**config.mk**
```make
export PLATFORM = sky130hd
export DESIGN_NAME = mfp_fifo_ctl_flat
export DESIGN_NICKNAME = d
export VERILOG_FILES = /design/src/rtl/mfp_fifo_pkg.sv /design/src/rtl/mfp_fifo_ctl_if.sv /design/src/rtl/mfp_dual_port_mem.sv /design/src/rtl/mfp_fifo_ctl.sv /design/src/flat_wrapper.sv
export SDC_FILE = /design/constraint.sdc
export NUM_CORES = 1
export LEC_CHECK = 0
export CAP_MARGIN = 20
export CORE_MARGIN = 8
export CORE_UTILIZATION = 45
export DETAILED_ROUTE_END_ITERATION = 10
export PLACE_DENSITY = 0.73
export SYNTH_ARGS = -nofsm -noshare
export SYNTH_HDL_FRONTEND = slang
export SYNTH_SLANG_ARGS = --single-unit
export TNS_END_PERCENT = 1
```
**constraint.sdc**
```tcl
create_clock -name clk -period 2.32 [get_ports clk]
set_input_delay 0.464 -clock clk [delete_from_list [all_inputs] [get_ports clk]]
set_output_delay 0.464 -clock clk [all_outputs]
set_load 0.01 [all_outputs]
```
**src/rtl/mfp_fifo_pkg.sv**
```systemverilog
// ============================================================================
// Module      : mfp_fifo_pkg
// Description : Shared sizing helpers and constants for the mfp FIFO slice.
// Revision    : 1.0 - initial release
// ============================================================================
`default_nettype none

package mfp_fifo_pkg;

    // Head + skid entries sitting after the memory's registered read.
    localparam int MFP_FIFO_OUT_ENTRIES = 2;

    // Pointers carry one extra wrap bit above the address bits.
    function automatic int mfp_fifo_ptr_width(input int addr_width);
        return addr_width + 1;
    endfunction

    function automatic int mfp_fifo_capacity(input int addr_width);
        return (1 << addr_width) + MFP_FIFO_OUT_ENTRIES;
    endfunction

endpackage

`default_nettype wire

```
**src/rtl/mfp_fifo_ctl_if.sv**
```systemverilog
// ============================================================================
// Module      : mfp_fifo_ctl_if
// Description : Producer/consumer handshake bundle of the show-ahead FIFO.
// Revision    : 1.0 - initial release
// ============================================================================
`default_nettype none

interface mfp_fifo_ctl_if #(
    parameter int ADDR_WIDTH = 6,
    parameter int DATA_WIDTH = 8
) ();
    logic                  in_valid;
    logic [DATA_WIDTH-1:0] in_data;
    logic                  in_ready;
    logic                  out_valid;
    logic [DATA_WIDTH-1:0] out_data;
    logic                  out_ready;
    logic [ADDR_WIDTH+1:0] level;

    modport slave (
        input  in_valid, in_data, out_ready,
        output in_ready, out_valid, out_data, level
    );

    modport master (
        output in_valid, in_data, out_ready,
        input  in_ready, out_valid, out_data, level
    );
endinterface

`default_nettype wire

```
**src/rtl/mfp_dual_port_mem.sv**
```systemverilog
// ============================================================================
// Module      : mfp_dual_port_mem
// Description : Simple dual-port storage, one-cycle registered read,
//               read-during-write returns the old contents.
// Revision    : 1.0 - initial release
// ============================================================================
`default_nettype none

module mfp_dual_port_mem #(
    parameter int ADDR_WIDTH = 6,
    parameter int DATA_WIDTH = 8
) (
    input  wire logic                  clk,
    input  wire logic                  i_wr_en,
    input  wire logic [ADDR_WIDTH-1:0] i_wr_addr,
    input  wire logic [DATA_WIDTH-1:0] i_wr_data,
    input  wire logic                  i_rd_en,
    input  wire logic [ADDR_WIDTH-1:0] i_rd_addr,
    output logic      [DATA_WIDTH-1:0] o_read_data
);
    localparam int c_DEPTH = 1 << ADDR_WIDTH;

    logic [DATA_WIDTH-1:0] r_mem [c_DEPTH];
    logic [DATA_WIDTH-1:0] r_read_data;

    always_ff @(posedge clk) begin
        if (i_wr_en) begin
            r_mem[i_wr_addr] <= i_wr_data;
        end
        if (i_rd_en) begin
            r_read_data <= r_mem[i_rd_addr];
        end
    end

    assign o_read_data = r_read_data;
endmodule

`default_nettype wire

```
**src/rtl/mfp_fifo_ctl.sv**
```systemverilog
// ============================================================================
// Module      : mfp_fifo_ctl
// Description : Show-ahead valid/ready FIFO controller; a head/skid buffer
//               hides the storage read latency. Optional occupancy counter
//               enabled by MFP_FIFO_CTL_LEVEL_EN.
// Revision    : 1.0 - initial release
// ============================================================================
`default_nettype none

module mfp_fifo_ctl
    import mfp_fifo_pkg::*;
#(
    parameter int ADDR_WIDTH = 6,
    parameter int DATA_WIDTH = 8
) (
    input wire logic       clk,
    input wire logic       rst_n,
    mfp_fifo_ctl_if.slave  bus
);
    localparam int c_PTR_W = mfp_fifo_ptr_width(ADDR_WIDTH);
    localparam int c_LVL_W = ADDR_WIDTH + 2;

    logic [c_PTR_W-1:0]    r_wr_ptr;
    logic [c_PTR_W-1:0]    r_rd_ptr;
    logic                  r_rd_pending;
    logic                  r_head_full;
    logic                  r_skid_full;
    logic [DATA_WIDTH-1:0] r_head_data;
    logic [DATA_WIDTH-1:0] r_skid_data;

    logic                  w_mem_empty;
    logic                  w_mem_full;
    logic                  w_push;
    logic                  w_pop;
    logic                  w_rd_issue;
    logic                  w_head_take;
    logic [2:0]            w_buf_cnt;
    logic [DATA_WIDTH-1:0] w_rd_data;

    always_comb begin
        w_mem_empty = (r_wr_ptr == r_rd_ptr);
        w_mem_full  = (r_wr_ptr[ADDR_WIDTH-1:0] == r_rd_ptr[ADDR_WIDTH-1:0]) &&
                      (r_wr_ptr[ADDR_WIDTH] != r_rd_ptr[ADDR_WIDTH]);
        w_push      = bus.in_valid && !w_mem_full;
        w_pop       = r_head_full && bus.out_ready;
        w_buf_cnt   = 3'(r_head_full) + 3'(r_skid_full) + 3'(r_rd_pending);
        // Only fetch when the word will have a buffer slot by the time it lands.
        w_rd_issue  = !w_mem_empty &&
                      (w_buf_cnt < 3'(MFP_FIFO_OUT_ENTRIES) + 3'(w_pop));
        w_head_take = !r_head_full || (w_pop && !r_skid_full);
    end

    always_ff @(posedge clk or negedge rst_n) begin
        if (!rst_n) begin
            r_wr_ptr     <= '0;
            r_rd_ptr     <= '0;
            r_rd_pending <= 1'b0;
        end else begin
            if (w_push) begin
                r_wr_ptr <= r_wr_ptr + 1'b1;
            end
            if (w_rd_issue) begin
                r_rd_ptr <= r_rd_ptr + 1'b1;
            end
            r_rd_pending <= w_rd_issue;
        end
    end

    always_ff @(posedge clk or negedge rst_n) begin
        if (!rst_n) begin
            r_head_full <= 1'b0;
            r_skid_full <= 1'b0;
            r_head_data <= '0;
            r_skid_data <= '0;
        end else if (r_rd_pending) begin
            if (w_head_take) begin
                r_head_full <= 1'b1;
                r_head_data <= w_rd_data;
            end else begin
                if (w_pop && r_skid_full) begin
                    r_head_data <= r_skid_data;
                end
                r_skid_full <= 1'b1;
                r_skid_data <= w_rd_data;
            end
        end else if (w_pop) begin
            if (r_skid_full) begin
                r_head_data <= r_skid_data;
                r_skid_full <= 1'b0;
            end else begin
                r_head_full <= 1'b0;
            end
        end
    end

    mfp_dual_port_mem #(
        .ADDR_WIDTH (ADDR_WIDTH),
        .DATA_WIDTH (DATA_WIDTH)
    ) u_mem (
        .clk         (clk),
        .i_wr_en     (w_push),
        .i_wr_addr   (r_wr_ptr[ADDR_WIDTH-1:0]),
        .i_wr_data   (bus.in_data),
        .i_rd_en     (w_rd_issue),
        .i_rd_addr   (r_rd_ptr[ADDR_WIDTH-1:0]),
        .o_read_data (w_rd_data)
    );

    assign bus.in_ready  = !w_mem_full;
    assign bus.out_valid = r_head_full;
    assign bus.out_data  = r_head_data;

`ifdef MFP_FIFO_CTL_LEVEL_EN
    // Internal moves (issue, landing, skid shift) conserve the total, so the
    // count only tracks accepted and delivered words.
    logic [c_LVL_W-1:0] r_level;

    always_ff @(posedge clk or negedge rst_n) begin
        if (!rst_n) begin
            r_level <= '0;
        end else begin
            r_level <= r_level + c_LVL_W'(w_push) - c_LVL_W'(w_pop);
        end
    end

    assign bus.level = r_level;
`else
    assign bus.level = '0;
`endif
endmodule

`default_nettype wire

```
**src/flat_wrapper.sv**
```systemverilog
// flat-port wrapper written by rule: the top's interface ports become plain ports
module mfp_fifo_ctl_flat import mfp_fifo_pkg::*;
#(
    parameter int ADDR_WIDTH = 6,
    parameter int DATA_WIDTH = 8
)
  (clk, rst_n, bus_in_valid, bus_in_data, bus_out_ready, bus_in_ready, bus_out_valid, bus_out_data, bus_level);
  mfp_fifo_ctl_if #(.ADDR_WIDTH(ADDR_WIDTH), .DATA_WIDTH(DATA_WIDTH)) bus_i ();
  input wire logic clk;
  input wire logic rst_n;
  input wire logic [$bits(bus_i.in_valid)-1:0] bus_in_valid;
  input wire logic [$bits(bus_i.in_data)-1:0] bus_in_data;
  input wire logic [$bits(bus_i.out_ready)-1:0] bus_out_ready;
  output wire logic [$bits(bus_i.in_ready)-1:0] bus_in_ready;
  output wire logic [$bits(bus_i.out_valid)-1:0] bus_out_valid;
  output wire logic [$bits(bus_i.out_data)-1:0] bus_out_data;
  output wire logic [$bits(bus_i.level)-1:0] bus_level;
  assign bus_i.in_valid = bus_in_valid;
  assign bus_i.in_data = bus_in_data;
  assign bus_i.out_ready = bus_out_ready;
  assign bus_in_ready = bus_i.in_ready;
  assign bus_out_valid = bus_i.out_valid;
  assign bus_out_data = bus_i.out_data;
  assign bus_level = bus_i.level;
  mfp_fifo_ctl #(.ADDR_WIDTH(ADDR_WIDTH), .DATA_WIDTH(DATA_WIDTH)) u_core (.clk(clk), .rst_n(rst_n), .bus(bus_i));
endmodule
```
* After elaboration in Yosys (flattened, before gate mapping) *
Memory sizes are Yosys's and may differ from the RTL's. A register that Yosys moved wholly into a read port is not among the register bits.
Cells that the tools add are included.

word-level totals
  output and inout bits = 18
  memories = 1
  register bits after elaboration = 33
  memory bits (writable) = 512

operators by class
  add/sub/neg operators = 5
  equal/unequal tests = 7
  reduce and logical (&&, ||, !) cells = 17
  bitwise logic cells = 1
  order comparisons = 1
  multiplexer cells = 14

memory list
  name                words  bits a word  read ports  clocked after Yosys merged registers in  write ports  line                     text
  u_core.u_mem.r_mem  64     8            1           1                                        1            mfp_dual_port_mem.sv:23  logic [DATA_WIDTH-1:0] r_mem [c_DEPTH];

operator list
  kind                 count
  $mux 8               5
  $add 7x1->7 const B  2
  $mux 1               9
  $eq 7x7->1           1
  $eq 6x6->1           1
  $logic_and 1x1->1    6
  $reduce_and 3->1     2
  $logic_not 1->1      4
  $ne 2x2->1 const B   2
  $reduce_and 2->1     2
  $reduce_bool 2->1    2
  $add 2x1->3 const A  1
  $add 3x1->3          1
  $lt 3x3->1           1
  $ne 3x3->1 const B   1
  $add 1x1->2          1
  $ne 2x1->1 const B   1
  $logic_or 1x1->1     1
  $ne 1x1->1           1
  $not 1->1            1

* Longest topological paths before layout *
Gate-level depths: netlist of the first run.

  depth in word-level cells = 6
  gate-level depth with buffers = 9
  mapped depth without buffers = 7

* Modules after synthesis *
From an unflattened synthesis of the first run, not the netlist that was laid out.

second synthesis, totals
  cells, all modules = 1074
  area total of the unflattened synthesis = 21809.7 µm²

modules (own cells, without submodules)
  module             times used  area an instance (µm²)  cells an instance  sequential area each (µm²)
  mfp_dual_port_mem  1           20246.9                 940                15615.0
  mfp_fifo_ctl       1           1562.7                  134                825.8

* Worst setup path after synthesis of the first run *
OpenSTA, ideal clock, no wires.

  kind = reg-to-reg
  from = reg u_core.r_head_full, in the netlist u_core.bus.out_valid
  to = reg u_core.r_rd_ptr[1]
  data arrival time = 2.221 ns
  buffers on the path = 1
  path slack = -0.026 ns
  data required time = 2.195 ns
  cell stages (with the launch flop) = 8
  period minus slack after synthesis = 2.346 ns
  cells stage by stage = dfrtp_1 > ha_1 > ha_1 > ha_1 > a21oi_1 > o31a_1 > clkbuf_1 > mux2_2

on the way
  longest elaborated chain between the ends = 4

RTL lines
  element                                           line                                    text
  start: declaration                                mfp_fifo_ctl.sv:26                      logic r_head_full;
  start signal: assignment                          mfp_fifo_ctl.sv:71                      r_head_full <= 1'b0;
  start signal: assignment                          mfp_fifo_ctl.sv:77                      r_head_full <= 1'b1;
  start signal: assignment                          mfp_fifo_ctl.sv:91                      r_head_full <= 1'b0;
  $add 1x1->2 or $logic_and 1x1->1 (tied branches)  mfp_fifo_ctl.sv:46, mfp_fifo_ctl.sv:45
  $add 3x1->3 or $add 2x1->3 (tied branches)        mfp_fifo_ctl.sv:46, mfp_fifo_ctl.sv:49
  $lt 3x3->1 (*)                                    mfp_fifo_ctl.sv:49                      (w_buf_cnt < 3'(MFP_FIFO_OUT_ENTRIES) + 3'(w_pop));
  $logic_and 1x1->1 (*)                             mfp_fifo_ctl.sv:48                      w_rd_issue = !w_mem_empty &&
  via u_core.u_mem.i_rd_en                          mfp_dual_port_mem.sv:17                 input wire logic i_rd_en,
  end signal: assignment                            mfp_fifo_ctl.sv:63                      r_rd_ptr <= r_rd_ptr + 1'b1;
  end: declaration                                  mfp_fifo_ctl.sv:24                      logic [c_PTR_W-1:0] r_rd_ptr;

Mark *: on every way through the listed nets, which the timed path passes. The rest lies on a longest branch.
A chain may end at the register's enable or synchronous reset.

* Worst setup path in the final report of the first run *
  from = reg u_core.r_rd_ptr[0]
  to = reg u_core.u_mem.r_read_data[1], in the netlist u_core.u_mem.o_read_data[1], read port of u_core.u_mem.r_mem (data pin)

on the way
  longest elaborated chain between the ends = 3

RTL lines
  element            line                     text
  $eq 7x7->1         mfp_fifo_ctl.sv:41       w_mem_empty = (r_wr_ptr == r_rd_ptr);
  $logic_not 1->1    mfp_fifo_ctl.sv:48
  $logic_and 1x1->1  mfp_fifo_ctl.sv:48
  end: declaration   mfp_dual_port_mem.sv:24  logic [DATA_WIDTH-1:0] r_read_data;

Several ways; a longest one is shown, not always the timed one.

==> results of run 1 <==
==> cell usage after synthesis (6+ instances only) <==
library cell / count
nand2_1: 17
a21o_1: 8
a211oi_1: 6
a21oi_1: 14
a22o_1: 11
a22oi_1: 15
o22ai_1: 20
mux2i_1: 36
xnor2_1: 16
edfxtp_1: 520
or3_1: 8
mux4_2: 112
buf_4: 15
or4_1: 10
buf_2: 9
nand3b_1: 7
buf_6: 7
dfrtp_1: 33
mux2_2: 12
nor2_1: 81
o221ai_1: 8
clkbuf_1: 34
nand3_1: 7
o21ai_0: 9
==> power breakdown <==
group	internal [mW]	leakage [nW]	switching [mW]	total, mW
Combinational	5.10	2.72	5.51	10.6
Sequential	11.7	5.08	0.394	12.1
Clock	4.91	0.829	3.55	8.46
Total	21.7	8.63	9.46	31.2
==> path summary, 6_finish.rpt <==
check / start / endpoint / depth (start not counted)
max: u_core.r_rd_ptr[0] / u_core.u_mem.o_read_data[1] / 7
min: rst_n / u_core.r_rd_ptr[2] / 1
max reg2reg: u_core.r_rd_ptr[0] / u_core.u_mem.o_read_data[1] / 7
min reg2reg: u_core.bus.out_data[2] / u_core.bus.out_data[2] / 1
max in group asynchronous: rst_n / u_core.r_skid_full / 2
min in group clk: bus_in_data[3] / u_core.u_mem.r_mem[61][3] / 2
==> layout make-up <==
type | count | area, µm² | share of cell area, %
Timing Repair Buffer | 194 | 1883 | 7.249
Tap cell | 615 | 769.5 | 2.962
Sequential cell | 553 | 16450 | 63.32
Clock inverter | 18 | 170.2 | 0.6550
Multi-Input combinational cell | 462 | 5156 | 19.85
Inverter | 4 | 15.01 | 0.05780
Clock buffer | 76 | 1535 | 5.910
==> state kept, by name (all words and copies together), names as in the netlist <==
| signal | count |
|---|---|
| u_core.r_wr_ptr | 7 |
| u_core.r_rd_ptr | 7 |
| u_core.r_rd_pending | 1 |
| u_core.u_mem.o_read_data | 8 |
| u_core.r_skid_data | 8 |
| u_core.u_mem.r_mem | 512 |
| u_core.r_skid_full | 1 |
| u_core.bus.out_data | 8 |
| u_core.bus.out_valid | 1 |
==> logic make-up (layout without fill, tap and decap cells) <==
group / count (synthesis) / in the layout / synth area share, %
flip-flops: 553 / 553 / 75.52
AND/OR/NAND/NOR: 156 / 156 / 3.489
other: 1 / 8 / 0.01723
adder cells (fa/ha/maj): 6 / 6 / 0.3793
buffers and inverters: 76 / 292 / 1.989
multiplexers: 164 / 164 / 14.07
XOR/XNOR: 19 / 19 / 0.7644
AO/OA/AOI/OAI: 109 / 109 / 3.770
==> what timing repair did <==
| item | 4_1_cts | 5_1_grt |
|---|---|---|
| endpoints found under the setup margin | 112 | 295 |
| gates resized for setup | 28 | 70 |
| gates cloned | 0 | 3 |
| setup buffers | 3 | 1 |
| pin swaps | 2 | 5 |
==> per-layer routing <==
metal	part of all wire, %	wire length (µm)	global-route usage [%]	up-vias
li1	-	-	-	4796
met1	41	19830	22.41	5814
met2	49	23580	27.03	458
met3	7.1	3442	3.393	76
met4	2.8	1341	5.463	0
met5	0	0	0	-
==> through the flow <==
stage,cell area [µm²],hold WS (ns),std cells
6_report,25980,0.2855,1922
3_5_place_dp,23800,0.4649,1821
2_1_floorplan,21800,0.1684,1091
4_1_cts,25620,0.2789,1918
5_1_grt,25980,0.3152,1922
3_3_place_gp,23800,0.4606,1821
==> worst register-to-register path: cells and delay by family, from the launching register on <==
family                 cells  cell delay [ns]
flip-flops                 1             0.61
buffers and inverters      3             0.55
AND/OR/NAND/NOR            1             0.54
AO/OA/AOI/OAI              2             0.33
multiplexers               1             0.32
==> flow_metrics.py, run 1 <==
metrics = {
    "die": {
        "die_w_um": 235.9,
        "die-area_mm2": 0.05567,
        "ios": 30,
        "fp.dieH_um": 235.9,
        "core_area_mm2": 0.04775,
        "rows": 80,
        "start_util_pct": 45.59,
    },
    "power": {
        "finalPower_mw": 31.19,
        "irDropWorstVdd_mv": 0.6560,
        "power.density_mw_per_mm2": 1201,
        "leakagePower_nw": 8.629,
    },
    "timing": {
        "tightest_slew_ns": 1.002,
        "fin_setup_tns_ns": -11.60,
        "grt_setup_unrepaired": "yes",
        "fmax_ghz": 0.3965,
        "setup_viol_count_final": 270,
        "finalMaxSlewViolations": 0,
        "fin_crit_ns": 2.522,
        "finalHoldViolCount": 0,
        "clock_skew_ns": 0.02170,
        "slew_headroom_pct": 33.09,
        "finalCritPeriodShare_pct": 108.7,
        "setup_ws_ns": -0.2023,
    },
    "worst_hold_path": {
        "hold_path_class": "in -> async",
    },
    "worst_setup_path": {
        "required_ns": 2.75,
        "crit_arrival_ns": 2.95,
        "cp-end-kind": "flop",
        "crit_fanout": 15,
        "max_stage_delay_ns": 0.61,
        "path_cells": "buf_12 > clkbuf_16 > buf_4 > mux4_2 > o22ai_1 > or4_4 > a211oi_2",
        "ff2ff_setup_slack_ns": -0.20,
        "crit_path_top_delay_cell": "dfrtp_4",
        "critical_path_buf_inv_count": 3,
        "crit_family": "flip-flops",
        "cp-start-kind": "flop",
        "crit_type": "reg -> reg",
    },
    "cts": {
        "cts_root_buf": "clkbuf_16",
        "cts.sinks": 553,
        "ctsHtreeMaxLevel": 2,
        "numCtsBuffers": 53,
        "cts_buffer_depth": 3,
        "clock_latency_ns": 0.60,
        "postCtsHoldBufs": 0,
        "clk_pin_slew_worst_paths_ns": 0.07,
        "cts_tree": "yes",
    },
    "route": {
        "drt-total-wl_um": 48190,
        "routedWlPerCell_um": 25.07,
        "drc": 0,
        "first_iter_violations": 1200,
        "drt-pass1-iter-count": 5,
        "route.vias.total": 11144,
        "viasPerCell": 5.798,
        "ant_nets": 0,
    },
    "global_route": {
        "grt_max_degree": 65,
        "grt_pass1_vias": 11372,
        "groute.usage.overall_pct": 16.64,
        "grt_pass1_wl_um": 70600,
        "antenna_found_initial": 0,
        "grt-ovfl-total": 0,
    },
    "layout": {
        "final_util_pct": 54.41,
        "layout_common_cells": "520 x edfxtp_1, 124 x buf_4, 112 x mux4_2",
        "area_growth_pct": 19.33,
        "final_nets": 1286,
        "drive_above_1_share_pct": 34.43,
        "layout_commonest_cell": "edfxtp_1",
        "fill_cells": 3496,
        "diodes": 0,
    },
    "logic_synthesis": {
        "yosysSeqAreaShare_pct": 75.52,
        "ys_warn_count": 0,
        "synth_edf_count": 520,
        "syn_area_per_cell_um2": 20.08,
        "ys.flop_type": "edfxtp_1",
        "syn-instance-count": 1084,
        "netlist_top_cells_area": "edfxtp_1 72%, mux4_2 12%, dfrtp_1 3.8%",
        "synthArstFlopShare_pct": 5.967,
        "synth.top_cell.area_share_pct": 71.73,
        "syn_area_mm2": 0.02177,
        "ys_ff_latch": 553,
        "synth_top_area_cell": "edfxtp_1",
        "ys_types": 54,
    },
    "place": {
        "dp_hpwl_um": 29720,
        "io_buffers": 21,
        "place.gp.congestion": 0.8435,
        "dp_slack_ns": -0.2827,
    },
    "outcome": {
        "status": "finished, violations left",
        "violations": "negative setup slack",
    },
    "job": {
        "cap_violations": 0,
    },
}
No activity file was read; power rests on OpenSTA's default activity.
==> run 2: changes to the inputs <==
--- a/config.mk
+++ b/config.mk
@@ -12,5 +12,6 @@
 export PLACE_DENSITY = 0.73
 export SYNTH_ARGS = -nofsm -noshare
 export SYNTH_HDL_FRONTEND = slang
+export SYNTH_HIERARCHICAL = 1
 export SYNTH_SLANG_ARGS = --single-unit
 export TNS_END_PERCENT = 1
==> run 2 against run 1 <==
The run still ends with negative setup slack left; clock-buffer cell count down 4; synthesized cell count down 0.92%; largest cell class unchanged; die area up 0.17%; cell count up 0.62%; worst setup slack better by 0.058 ns; area after synthesis up 0.18%; largest power group unchanged; critical path depth down 2; worst hold slack worse by 0.022 ns; routed wire length up 3.8%; design area up 1.5%; global-route usage up 0.98 points.
==> flow_metrics.py, run 2 <==
metrics = {
    "place": {
        "io_buffers": 21,
        "dp_hpwl_um": 30300,
        "place_inst": 1816,
        "place.gp.congestion": 0.8382,
    },
    "logic_synthesis": {
        "synth_common_cells": "520 x edfxtp_1, 126 x mux4_2, 85 x nor2_1",
        "synth_edf_count": 520,
        "syn_area_per_cell_um2": 20.31,
        "synth.most_common_cell": "edfxtp_1",
        "ys_warn_count": 6,
        "synthArstFlopShare_pct": 5.967,
        "syn_area_mm2": 0.02181,
        "syn-instance-count": 1074,
        "synth.top_cell.area_share_pct": 71.60,
        "netlist_top_cells_area": "edfxtp_1 72%, mux4_2 13%, dfrtp_1 3.8%",
        "ys_ff_latch": 553,
        "ys.flop_type": "edfxtp_1",
        "yosysSeqAreaShare_pct": 75.38,
        "synth_top_area_cell": "edfxtp_1",
        "ys_types": 52,
    },
    "worst_setup_path": {
        "critical_path_buf_inv_count": 2,
        "cp-start-kind": "flop",
        "ff2ff_setup_slack_ns": -0.11,
        "required_ns": 1.86,
        "reg2regPathDepth": 7,
        "cp-end-kind": "primary output",
        "max_stage_delay_ns": 0.50,
        "crit_type": "reg -> out",
        "reg2reg_from": "u_core/r_rd_ptr[0]",
        "crit_path_top_delay_cell": "dfrtp_4",
        "path_cells": "xor2_2 > nor4_4 > buf_4 > nand3_4 > buf_6",
        "crit_arrival_ns": 2.00,
        "crit_fanout": 3,
        "r2r-end": "u_core/u_mem/o_read_data[6]",
        "crit_family": "flip-flops",
    },
    "route": {
        "viasPerCell": 5.863,
        "drc": 0,
        "route.vias.total": 11339,
        "drt-total-wl_um": 50020,
        "routedWlPerCell_um": 25.87,
        "first_iter_violations": 1225,
        "ant_nets": 0,
        "drt-pass1-iter-count": 5,
    },
    "cts": {
        "cts_buffer_depth": 3,
        "cts_root_buf": "clkbuf_16",
        "clk_pin_slew_worst_paths_ns": 0.06,
        "numCtsBuffers": 54,
        "ctsHtreeMaxLevel": 2,
        "cts.sinks": 553,
        "clock_latency_ns": 0.61,
        "cts_tree": "yes",
        "postCtsHoldBufs": 0,
    },
    "global_route": {
        "use_met1_pct": 23.56,
        "grt_util_met2_pct": 28.09,
        "grt_util_met3_pct": 4.687,
        "grt_pass1_wl_um": 74200,
        "grt_pass1_vias": 11498,
        "antenna_found_initial": 0,
        "grt-ovfl-total": 0,
        "grt_max_degree": 65,
        "busiest_layer": "met2",
        "groute.usage.overall_pct": 17.62,
    },
    "timing": {
        "tightest_slew_ns": 0.6119,
        "fmax_ghz": 0.4058,
        "setup_ws_ns": -0.1443,
        "setup_viol_count_final": 33,
        "fin_crit_ns": 2.464,
        "clock_skew_ns": 0.02091,
        "grt_setup_unrepaired": "yes",
        "finalMaxSlewViolations": 0,
        "finalHoldViolCount": 0,
        "slew_headroom_pct": 58.96,
        "finalCritPeriodShare_pct": 106.2,
        "fin_setup_tns_ns": -1.218,
    },
    "outcome": {
        "violations": "negative setup slack",
        "status": "finished, violations left",
    },
    "layout": {
        "largest_register_ffs": 512,
        "layout_common_cells": "520 x edfxtp_1, 126 x mux4_2, 113 x buf_4",
        "fin_cells": 1934,
        "area_growth_pct": 20.88,
        "final_util_pct": 55.22,
        "final_nets": 1292,
        "layout_commonest_cell": "edfxtp_1",
        "diodes": 0,
        "regMostFlops": "u_core/u_mem/r_mem",
        "drive_above_1_share_pct": 35.41,
    },
    "die": {
        "start_util_pct": 45.68,
        "fp.dieH_um": 236.2,
        "die_w_um": 236.2,
        "rows": 80,
        "ios": 30,
        "die-area_mm2": 0.05577,
        "core_area_mm2": 0.04775,
    },
    "power": {
        "finalPower_mw": 32.02,
        "power.density_mw_per_mm2": 1215,
        "leakagePower_nw": 8.730,
        "irDropWorstVdd_mv": 0.7143,
    },
    "job": {
        "cap_violations": 0,
    },
    "worst_hold_path": {
        "hold_path_class": "in -> async",
    },
}
## run 2: changes by cell type in the layout (fill, tap and decap cells not counted), sizes merged, moves of 8 or more
cell,before,now
a21o,8,0
a22o,11,0
buf,179,188
mux2i,36,23
mux4,112,126
nand2,17,40
nor2b,2,14
o22ai,20,8
or4,10,0
## run 2: stage by stage
step | cell area, µm² | hold slack, ns | worst slack [ns]
2_1_floorplan | 21840 | 0.1684 | -0.1105
3_3_place_gp | 23880 | 0.4594 | -0.2667
3_5_place_dp | 23880 | 0.4631 | -0.2786
4_1_cts | 26050 | 0.2441 | -0.1580
5_1_grt | 26360 | 0.2920 | -0.2031
6_report | 26360 | 0.2631 | -0.1443
## run 2: final cells by class
class	count	area [µm²]
fill	3452	21380
sequential	553	16450
multi-input combinational	464	5294
timing repair buffer	202	2147
clock buffer	72	1429
tap	615	769.5
clock inverter	26	264.0
inverter	2	7.507
## run 2: cells by family after synthesis
group,after synthesis,share of synthesized area (%)
mux,172,15.25
simple gates,192,4.045
fa+ha+maj,3,0.2065
other cells,1,0.01719
buf+inv,64,1.819
compound gates,70,2.513
xor+xnor,19,0.7630
flops,553,75.38
## run 2: layer usage
layer | part of all wire [%] | vias to the layer above
met5 | 0 | -
met4 | 2.9 | 0
met3 | 8.5 | 93
met2 | 48 | 520
met1 | 40 | 5932
li1 | - | 4794
## run 2: power breakdown
group          switching (mW)  internal (mW)  total (mW)
clock network            3.60           4.79        8.38
logic                    5.83           5.62        11.4
registers               0.462           11.7        12.2
total                    9.88           22.1        32.0
## run 2: worst max path at each step
stage                  startpoint                     endpoint  slack, ns  cells past startpoint
2_1_floorplan  u_core/r_wr_ptr[0]    u_core/u_mem/r_mem[62][0]      -0.11                      6
4_1_cts        u_core/r_rd_ptr[1]                 bus_in_ready      -0.16                      5
6_report       u_core/r_rd_ptr[1]                 bus_in_ready      -0.14                      5
3_5_place_dp   u_core/r_rd_ptr[0]  u_core/u_mem/o_read_data[5]      -0.28                      6
5_1_grt        u_core/r_rd_ptr[1]                 bus_in_ready      -0.20                      5
3_3_place_gp   u_core/r_rd_ptr[0]  u_core/u_mem/o_read_data[5]      -0.27                      6
## run 2: what timing repair did
item | in CTS | in global routing
endpoints found under the setup margin | 399 | 363
setup buffers | 13 | 2
cloned | 5 | 2
pin swaps | 5 | 6
resized for setup | 59 | 61
==> run 3: changes to the inputs <==
--- a/config.mk
+++ b/config.mk
@@ -7,9 +7,9 @@
 export LEC_CHECK = 0
 export CAP_MARGIN = 20
 export CORE_MARGIN = 8
-export CORE_UTILIZATION = 45
+export CORE_UTILIZATION = 56
 export DETAILED_ROUTE_END_ITERATION = 10
-export PLACE_DENSITY = 0.73
+export PLACE_DENSITY = 0.85
 export SYNTH_ARGS = -nofsm -noshare
 export SYNTH_HDL_FRONTEND = slang
 export SYNTH_HIERARCHICAL = 1
==> run 3 against run 2 <==
The flow still finishes with violations (negative setup slack); largest power group unchanged; critical path depth increased by 2; non-clock buffer count is 2 higher; first-iteration DRC count up 61%; critical path type is now reg -> reg; largest cell class unchanged.
==> flow_metrics.py, run 3 (synthesis results as in run 2) <==
metrics = {
    "outcome": {
        "status": "finished, violations left",
        "violations": "negative setup slack",
    },
    "worst_setup_path": {
        "reg2regPathDepth": 7,
        "required_ns": 2.66,
        "ff2ff_setup_slack_ns": -0.28,
        "crit_type": "reg -> reg",
        "crit_arrival_ns": 2.93,
        "cp-end-kind": "flop",
        "reg2reg_from": "u_core/r_rd_ptr[1]",
        "cp-start-kind": "flop",
        "r2r-end": "u_core/u_mem/o_read_data[4]",
        "crit_fanout": 15,
    },
    "cts": {
        "ctsHtreeMaxLevel": 2,
        "numCtsBuffers": 51,
        "clk_pin_slew_worst_paths_ns": 0.08,
        "cts_root_buf": "clkbuf_16",
        "cts_tree": "yes",
        "clock_latency_ns": 0.60,
        "cts.sinks": 553,
        "postCtsHoldBufs": 0,
        "cts_buffer_depth": 3,
    },
    "power": {
        "leakagePower_nw": 8.678,
        "p_comb_share_pct": 37.7,
        "power_frac_clock_pct": 24.2,
        "pwr-share-seq_pct": 38.1,
        "switchingPower_mw": 10.68,
        "netSwitchingFraction_pct": 33.24,
        "power.density_mw_per_mm2": 1222,
        "finalPower_mw": 32.13,
        "cell_internal_pwr_mw": 21.45,
        "irDropWorstVdd_mv": 0.9064,
    },
    "layout": {
        "regMostFlops": "u_core/u_mem/r_mem",
        "fill_cells": 2192,
        "area_growth_pct": 20.58,
        "final_nets": 1291,
        "fin_cells": 1838,
        "layout_common_cells": "520 x edfxtp_1, 126 x mux4_2, 85 x buf_4",
        "drive_above_1_share_pct": 37.83,
        "stdcell_area_mm2": 0.02630,
        "layout_commonest_cell": "edfxtp_1",
        "largest_register_ffs": 512,
    },
    "job": {
        "cap_violations": 0,
    },
    "timing": {
        "grt_setup_unrepaired": "yes",
        "fmax_ghz": 0.3853,
        "setup_ws_ns": -0.2756,
        "fin_setup_tns_ns": -38.63,
        "finalCritPeriodShare_pct": 111.9,
        "clock_skew_ns": 0.03073,
        "tightest_slew_ns": 0.8071,
        "slew_headroom_pct": 45.87,
        "finalMaxSlewViolations": 0,
        "fin_crit_ns": 2.596,
        "finalHoldViolCount": 0,
        "setup_viol_count_final": 476,
    },
    "die": {
        "rows": 72,
        "die-area_mm2": 0.04552,
        "die_w_um": 213.3,
        "start_util_pct": 56.56,
        "core_area_mm2": 0.03856,
        "fp.dieH_um": 213.3,
        "ios": 30,
    },
    "route": {
        "routedWlPerCell_um": 31.64,
        "drc": 0,
        "ant_nets": 0,
        "first_iter_violations": 1968,
        "route.vias.total": 12321,
        "drt-pass1-iter-count": 5,
        "viasPerCell": 6.703,
        "drt-total-wl_um": 58150,
    },
    "global_route": {
        "antenna_found_initial": 2,
        "grt_pass1_wl_um": 77050,
        "grt-ovfl-total": 0,
        "grt_pass1_vias": 11976,
        "groute.usage.overall_pct": 23.00,
        "grt_max_degree": 65,
    },
    "worst_hold_path": {
        "hold_path_class": "in -> async",
    },
    "place": {
        "place.gp.congestion": 0.8819,
        "postPlaceCellArea_mm2": 0.02378,
        "io_buffers": 21,
        "place_inst": 1725,
        "dp_slack_ns": -0.1717,
        "dp_hpwl_um": 30580,
    },
}
==> run 3: changes by cell type in the layout (fill, tap and decap cells not counted), moves of 4 or more <==
cell       before  now
bufinv_16       4    0
nor2_4          3   22
nor2_2         14   29
buf_6          36   62
nand3_2         0    5
nand3_1        13    9
buf_8           1    8
buf_4         113   85
clkbuf_1       17   21
nor2_1         68   34
buf_16          9    2
==> run 3: power by group through the flow <==
stage               Combinational (mW)  Sequential, mW  Clock, mW
floorplan                         6.17            12.3          0
global placement                  9.58            12.3          0
detailed placement                9.88            12.3          0
CTS                               10.6            12.2       7.72
global route                      12.5            12.3       8.18
finish                            12.1            12.2       7.77
==> run 3: area by class of cell <==
type / count / area (µm²) / share of cell area (%)
inverter: 2 / 7.507 / 0.02855
sequential: 553 / 16450 / 62.57
clock buffer: 74 / 1394 / 5.300
tap: 518 / 648.1 / 2.465
antenna: 1 / 2.502 / 0.009516
clock inverter: 22 / 108.9 / 0.4139
timing repair buffer: 204 / 2232 / 8.488
multi-input combinational: 464 / 5451 / 20.73
==> run 3: metrics by stage <==
stage | hold WS [ns] | util (%)
2_1_floorplan | 0.1684 | -
3_3_place_gp | 0.4587 | 61.68
3_5_place_dp | 0.4757 | 61.68
4_1_cts | 0.2974 | 66.31
5_1_grt | 0.3317 | 68.20
6_report | 0.3047 | 68.20
==> run 3: worst max path at each step <==
stage                        from                     endpoint  slack [ns]  cells past startpoint
2_1_floorplan  u_core/r_wr_ptr[0]    u_core/u_mem/r_mem[62][0]       -0.11                      6
3_5_place_dp   u_core/r_rd_ptr[0]  u_core/u_mem/o_read_data[7]       -0.17                      7
3_3_place_gp   u_core/r_rd_ptr[1]  u_core/u_mem/o_read_data[2]       -0.15                      6
5_1_grt        u_core/r_rd_ptr[0]  u_core/u_mem/o_read_data[5]       -0.28                      7
6_report       u_core/r_rd_ptr[1]  u_core/u_mem/o_read_data[4]       -0.28                      7
4_1_cts        u_core/r_rd_ptr[0]  u_core/u_mem/o_read_data[3]       -0.14                      6
==> run 3: critical path, cell delays in order, from the launching register on <==
cell      delay [ns]
dfrtp_4         0.51
buf_12          0.19
buf_6           0.22
nand2_1         0.18
a211oi_1        0.73
nor4_1          0.16
nor3_2          0.19
o32ai_1         0.15
==> run 3: routing by layer <==
metal,GRT usage [%],share of wire (%),vias to the layer above
li1,-,-,4794
met1,30.43,34,6265
met2,37.20,49,1006
met3,4.838,11,252
met4,9.690,5.9,4
met5,0,0.098,-
==> run 3: timing repair <==
item / in CTS / in global routing
hold endpoints to repair: 0 / 0
setup endpoints to repair: 142 / 515
pin swaps: 1 / 17
gates cloned: 1 / 4
gates resized for setup: 46 / 161
setup buffers: 8 / 5
